`src/rtl/rf_arb_pkg.sv`:
```
// rf_arb_pkg: shared types and default widths for the register-file arbiter
package rf_arb_pkg;
    localparam int DEF_AW = 8;
    localparam int DEF_DW = 8;
    typedef enum logic [1:0] {IDLE, ACCESS, CAPTURE} state_t;
    typedef enum logic [1:0] {OWN_SPI_WR, OWN_SPI_RD, OWN_CORE} owner_t;
endpackage

```
`src/rtl/bit_sync.sv`:
```
// bit_sync: multi-flop synchronizer chain with a configurable reset value
module bit_sync #(
    parameter int W = 1,
    parameter int STAGES = 2,
    parameter logic [W-1:0] RST_VAL = '0
) (
    input  logic         clk,
    input  logic         rst,
    input  logic [W-1:0] d,
    output logic [W-1:0] q
);
    logic [STAGES-1:0][W-1:0] chain;
    // shift the foreign-domain input through the flop chain
    always_ff @(posedge clk) begin
        if (rst) chain <= {STAGES{RST_VAL}};
        else chain <= {chain[STAGES-2:0], d};
    end
    assign q = chain[STAGES-1];
endmodule

```
`src/rtl/rf_arbiter.sv`:
```
// rf_arbiter: shares one register-file port between the SPI slave and the core
module rf_arbiter import rf_arb_pkg::*; #(
    parameter int AW = DEF_AW,
    parameter int DW = DEF_DW,
    parameter int SYNC_STAGES = 2
) (
    input  logic          clk,
    input  logic          rst,
    input  logic          spi_csn,
    input  logic          spi_wre,
    input  logic [AW-1:0] spi_addr,
    input  logic [DW-1:0] spi_din,
    output logic [DW-1:0] spi_dout,
    input  logic          core_req,
    input  logic          core_we,
    input  logic [AW-1:0] core_addr,
    input  logic [DW-1:0] core_wdata,
    output logic          core_gnt,
    output logic [DW-1:0] core_rdata,
    output logic          core_rvalid,
    output logic          rf_en,
    output logic          rf_we,
    output logic [AW-1:0] rf_addr,
    output logic [DW-1:0] rf_wdata,
    input  logic [DW-1:0] rf_rdata
);
    logic          s_csn, s_wre, s_wre_d;
    logic [AW-1:0] s_addr, s_addr_d, wr_addr, rd_addr, pf_addr, cur_addr;
    logic [DW-1:0] s_din, wr_data, cur_wdata, core_rdata_q;
    logic          wr_pend, rd_pend, pf_valid, cur_we;
    logic          wr_edge, rd_trig, grant;
    state_t        state, state_nx;
    owner_t        owner, grant_own;

    bit_sync #(.W(1), .STAGES(SYNC_STAGES), .RST_VAL(1'b1)) u_csn (
        .clk(clk), .rst(rst), .d(spi_csn), .q(s_csn)
    );
    bit_sync #(.W(1), .STAGES(SYNC_STAGES), .RST_VAL(1'b0)) u_wre (
        .clk(clk), .rst(rst), .d(spi_wre), .q(s_wre)
    );
    bit_sync #(.W(AW + DW), .STAGES(SYNC_STAGES), .RST_VAL('0)) u_bus (
        .clk(clk), .rst(rst), .d({spi_addr, spi_din}), .q({s_addr, s_din})
    );

    assign wr_edge = s_wre && !s_wre_d && !s_csn;
    // the address must hold for two cycles, and a pending read of it is not re-requested
    assign rd_trig = !s_csn && s_addr == s_addr_d && (!pf_valid || s_addr != pf_addr)
                     && !(rd_pend && rd_addr == s_addr);
    assign grant = wr_pend || rd_pend || core_req;
    assign grant_own = wr_pend ? OWN_SPI_WR : rd_pend ? OWN_SPI_RD : OWN_CORE;
    assign rf_we = rf_en && cur_we;
    assign rf_addr = cur_addr;
    assign rf_wdata = cur_wdata;

    // FSM state register
    always_ff @(posedge clk) begin
        if (rst) state <= IDLE;
        else state <= state_nx;
    end

    // next state and access-phase outputs; core read data passes straight through in CAPTURE
    always_comb begin
        state_nx = state;
        rf_en = 1'b0;
        core_gnt = 1'b0;
        core_rvalid = 1'b0;
        core_rdata = core_rdata_q;
        case (state)
            IDLE: state_nx = grant ? ACCESS : IDLE;
            ACCESS: begin
                rf_en = 1'b1;
                core_gnt = owner == OWN_CORE;
                state_nx = cur_we ? IDLE : CAPTURE;
            end
            CAPTURE: begin
                core_rvalid = owner == OWN_CORE;
                core_rdata = core_rvalid ? rf_rdata : core_rdata_q;
                state_nx = IDLE;
            end
            default: state_nx = IDLE;
        endcase
    end

    // grant latching, SPI pending flags, prefetch tracking and read-data capture
    always_ff @(posedge clk) begin
        if (rst) begin
            owner <= OWN_SPI_WR;
            cur_we <= 1'b0;
            cur_addr <= '0;
            cur_wdata <= '0;
            s_wre_d <= 1'b0;
            s_addr_d <= '0;
            wr_pend <= 1'b0;
            wr_addr <= '0;
            wr_data <= '0;
            rd_pend <= 1'b0;
            rd_addr <= '0;
            pf_addr <= '0;
            pf_valid <= 1'b0;
            spi_dout <= '0;
            core_rdata_q <= '0;
        end else begin
            s_wre_d <= s_wre;
            s_addr_d <= s_addr;
            if (state == IDLE && grant) begin
                owner <= grant_own;
                cur_we <= grant_own == OWN_SPI_WR || (grant_own == OWN_CORE && core_we);
                cur_addr <= wr_pend ? wr_addr : rd_pend ? rd_addr : core_addr;
                cur_wdata <= wr_pend ? wr_data : core_wdata;
            end
            if (state == ACCESS && cur_we) begin
                if (owner == OWN_SPI_WR) wr_pend <= 1'b0;
                if (cur_addr == pf_addr) pf_valid <= 1'b0;
            end
            if (state == CAPTURE) begin
                if (owner == OWN_SPI_RD) begin
                    spi_dout <= rf_rdata;
                    pf_addr <= cur_addr;
                    pf_valid <= 1'b1;
                    rd_pend <= 1'b0;
                end else begin
                    core_rdata_q <= rf_rdata;
                end
            end
            if (wr_edge) begin
                wr_pend <= 1'b1;
                wr_addr <= s_addr;
                wr_data <= s_din;
            end
            if (rd_trig) begin
                rd_pend <= 1'b1;
                rd_addr <= s_addr;
            end
            if (s_csn) begin
                wr_pend <= 1'b0;
                rd_pend <= 1'b0;
                pf_valid <= 1'b0;
            end
        end
    end

    // a second SPI write arriving before the first is issued would overwrite it
    wr_overrun: assert property (@(posedge clk) disable iff (rst)
        !(wr_edge && wr_pend && !(state == ACCESS && owner == OWN_SPI_WR)));
endmodule

```
`config.mk`:
```
export PLATFORM = sky130hd
export DESIGN_NAME = rf_arbiter
export DESIGN_NICKNAME = d
export VERILOG_FILES = /design/src/rtl/rf_arb_pkg.sv /design/src/rtl/bit_sync.sv /design/src/rtl/rf_arbiter.sv
export SDC_FILE = /design/constraint.sdc
export NUM_CORES = 1
export LEC_CHECK = 0
export CORE_MARGIN = 4
export CORE_UTILIZATION = 60
export CTS_CLUSTER_DIAMETER = 120
export DETAILED_ROUTE_END_ITERATION = 7
export DONT_BUFFER_PORTS = 1
export GPL_TIMING_DRIVEN = 0
export HOLD_SLACK_MARGIN = 0.08
export PLACE_DENSITY = 0.8
export SYNTH_ARGS = -nofsm -noshare
export SYNTH_HDL_FRONTEND = slang
export SYNTH_HIERARCHICAL = 1
export SYNTH_SLANG_ARGS = --single-unit
```
`constraint.sdc`:
```
create_clock -name clk -period 4.45 [get_ports clk]
set_clock_uncertainty 0.1 [all_clocks]
set_input_delay 0.89 -clock clk [delete_from_list [all_inputs] [get_ports clk]]
set_output_delay 0.89 -clock clk [all_outputs]
set_load 0.1 [all_outputs]
```
==> impl_metrics.ini <==
[global_route]
grt_overflow_total = 0
grt_usage = 0.217
grt_pass1_vias = 3240
grt_pass1_wl_um = 15000
grt_max_degree = 17
antenna_found_initial = 0

[worst_hold_path]
hold_path.class = register to register
hp-start = u_csn/chain[0]
min_to = u_csn/q
worst_hold_path.num_cells = 1

[setup_path]
critPathMaxFanout = 4
cp.arrival_ns = 2.64
endpoint_kind = primary output
reg2reg_depth = 5
worstReg2RegStart = rf_addr[7]
crit_path_start = state[1]
path_class = register to primary output
crit_cells = 4
cp-start-kind = register
r2r-end = pf_valid
slowest_delay_ns = 0.67
cp_common_cell = inv_1
critPathSlowestCell = inv_1
crit_family = buffers and inverters
cp.required_ns = 3.46
path_buf_inv = 2
path_cells = nand2b_1 -> inv_1 -> nand2_1 -> inv_1
reg2reg_slack_ns = 2.09

[clock_tree]
cts_buffers = 17
cts_hold_buffers = 0
numClockSinks = 117
clock_path_buffers = 2
cts_setup_buffers = 0
root_buffer = clkbuf_8
post_cts_resize_count = 0
clk_latency_ns = 0.51
cts_tree = built
clk_pin_slew_ns = 0.06
h-tree-depth = 4

[layout]
antenna_cells = 0
layout-drive-gt1-share = 0.175
fin_nets = 560
final_core_util = 0.726
fillers = 530
instances_no_fill = 626
multi_input_area_um2 = 2040
areaGrowthSynthToFinish_pct = 15.6
register_area_um2 = 2340

[yosys]
ys.flop_type = dfxtp_1
synth_edf_count = 0
synth_seq_area_share = 0.506
syn_area_um2 = 4630
ys_ff_latch = 117
synth_top_cell_area_share = 0.506
synth_largest_area_cell = dfxtp_1
synthTopCellsByArea = dfxtp_1 51%, nand2_1 7.3%, mux2i_1 5.2%, nor2b_1 4.9%, a21oi_1 4.7%
avgSynthCellArea_um2 = 9.38
synth_fp_nets = 539
ys_types = 33
synthCells = 493
async_reset_ff_frac = 0
yosysWarnings = 6

[placed_design]
dp_slack_ns = 1.37
dp_hpwl_um = 6690
place_congestion = 0.820
dp.cells = 594
numPortBuffers = 0

[route]
first_iter_violations = 175
viasPerCell = 5.22
final_antenna_net_count = 0
drc = 0
first_pass_iters = 4
wl_um = 9390
vias = 3268
wire_per_inst_um = 15.0

[power]
ir_drop_v = 0.000295
p_leak_nw = 2.07
power.density_nw_per_um2 = 483

[sta]
tightest_slew_ns = 1.11
hold_violations = 0
setup_viol = 0
fin_crit_sh = 0.816
slew_violations = 0
slew_headroom = 0.262
clock.fmax_mhz = 275
tns_ns = 0
fin_ws_ns = 0.820
finalCriticalPeriod_ns = 3.63
rsz0062_at_grt = no
whs_ns = 0.310

[floorplan]
rows = 31
dieArea_um2 = 9180
top_level_ports = 82
start_util = 0.628
die_x_um = 95.8
coreArea_um2 = 7370
die_h_um = 95.8

[flow_run]
max_cap_viol_count = 0

[status]
status = finished clean
==> cell usage after synthesis, drive strengths merged, types with 6 or more instances <==
cell type,count
dfxtp,117
nand2,90
a21oi,43
nor2b,36
nor2,26
mux2i,24
xnor2,24
clkbuf,21
buf,20
mux2,16
and2b,15
a211oi,9
o21ai,8
xor2,8
nor3,7
nand2b,6
==> how the worst max path moves through the flow <==
| stage | endpoint |
|---|---|
| 2_1_floorplan | core_rdata[0] |
| 3_3_place_gp | core_rdata[3] |
| 3_5_place_dp | rf_we |
| 4_1_cts | rf_we |
| 5_1_grt | rf_we |
| 6_report | rf_we |
==> routing by layer <==
| metal | global-route usage | share of wire | wire [um] |
|---|---|---|---|
| met4 | 0.0924 | 0.019 | 182 |
| met2 | 0.385 | 0.51 | 4750 |
| met1 | 0.231 | 0.41 | 3810 |
| met5 | 0 | 0 | 0 |
| met3 | 0.0797 | 0.069 | 645 |
==> registers in the layout, indices dropped and copies added (netlist names), 2 cells and up <==
signal	cells
s_addr_d	8
u_bus/q	16
rf_addr	8
rf_wdata	8
owner	2
wr_addr	8
rd_addr	8
wr_data	8
core_rdata_q	8
state	2
u_bus/chain	16
spi_dout	8
pf_addr	8
==> metrics by stage <==
step	area, um^2	total power [mW]
global placement	4750	1.35
finish	5350	2.59
CTS	5350	2.61
floorplan	4630	1.33
global route	5350	2.68
detailed placement	4790	1.36
==> final cells by class <==
cell class,count,share of cell area
Inverter,3,0.00211
Clock inverter,14,0.0239
Timing Repair Buffer,2,0.00725
Clock buffer,18,0.0800
Tap cell,99,0.0232
Sequential cell,117,0.438
Multi-Input combinational cell,332,0.382
Buffer,41,0.0442
==> placed cells by master (no fill, tap or decap), types with 3 or more instances in the layout <==
cell type	Yosys	layout
a211oi_1	9	9
a21oi_1	43	43
and2b_2	14	14
buf_4	19	19
clkbuf_1	20	20
clkbuf_16	0	16
clkbuf_8	1	3
clkinv_2	0	3
clkinvlp_4	0	4
dfxtp_1	117	117
inv_1	3	3
inv_6	0	4
mux2_2	16	16
mux2i_1	24	24
nand2_1	90	90
nand2b_1	6	6
nand3_1	4	4
nand4_1	3	3
nor2_1	26	24
nor2b_1	36	36
nor3_1	5	5
o21ai_0	8	8
xnor2_1	24	24
xor2_1	8	8
==> report_power, final <==
| part | total [mW] | switching, mW | leakage, nW | internal, mW |
|---|---|---|---|---|
| Clock | 1.24 | 0.486 | 0.264 | 0.758 |
| Sequential | 1.19 | 0.105 | 0.955 | 1.08 |
| Combinational | 0.153 | 0.0952 | 0.845 | 0.0578 |
==> kinds of logic (layout without fill, tap and decap cells) <==
logic type                count (synthesis)  after routing  share of synthesized area
muxes                                    40             40                     0.0909
DFF                                     117            117                      0.506
xor gates and xnor gates                 32             32                     0.0606
and+or+nand+nor                         195            195                      0.210
AOI/OAI and AO/OA                        65             65                     0.0782
buffers and inverters                    44             78                     0.0536
No activity file was read; power rests on OpenSTA's default activity.
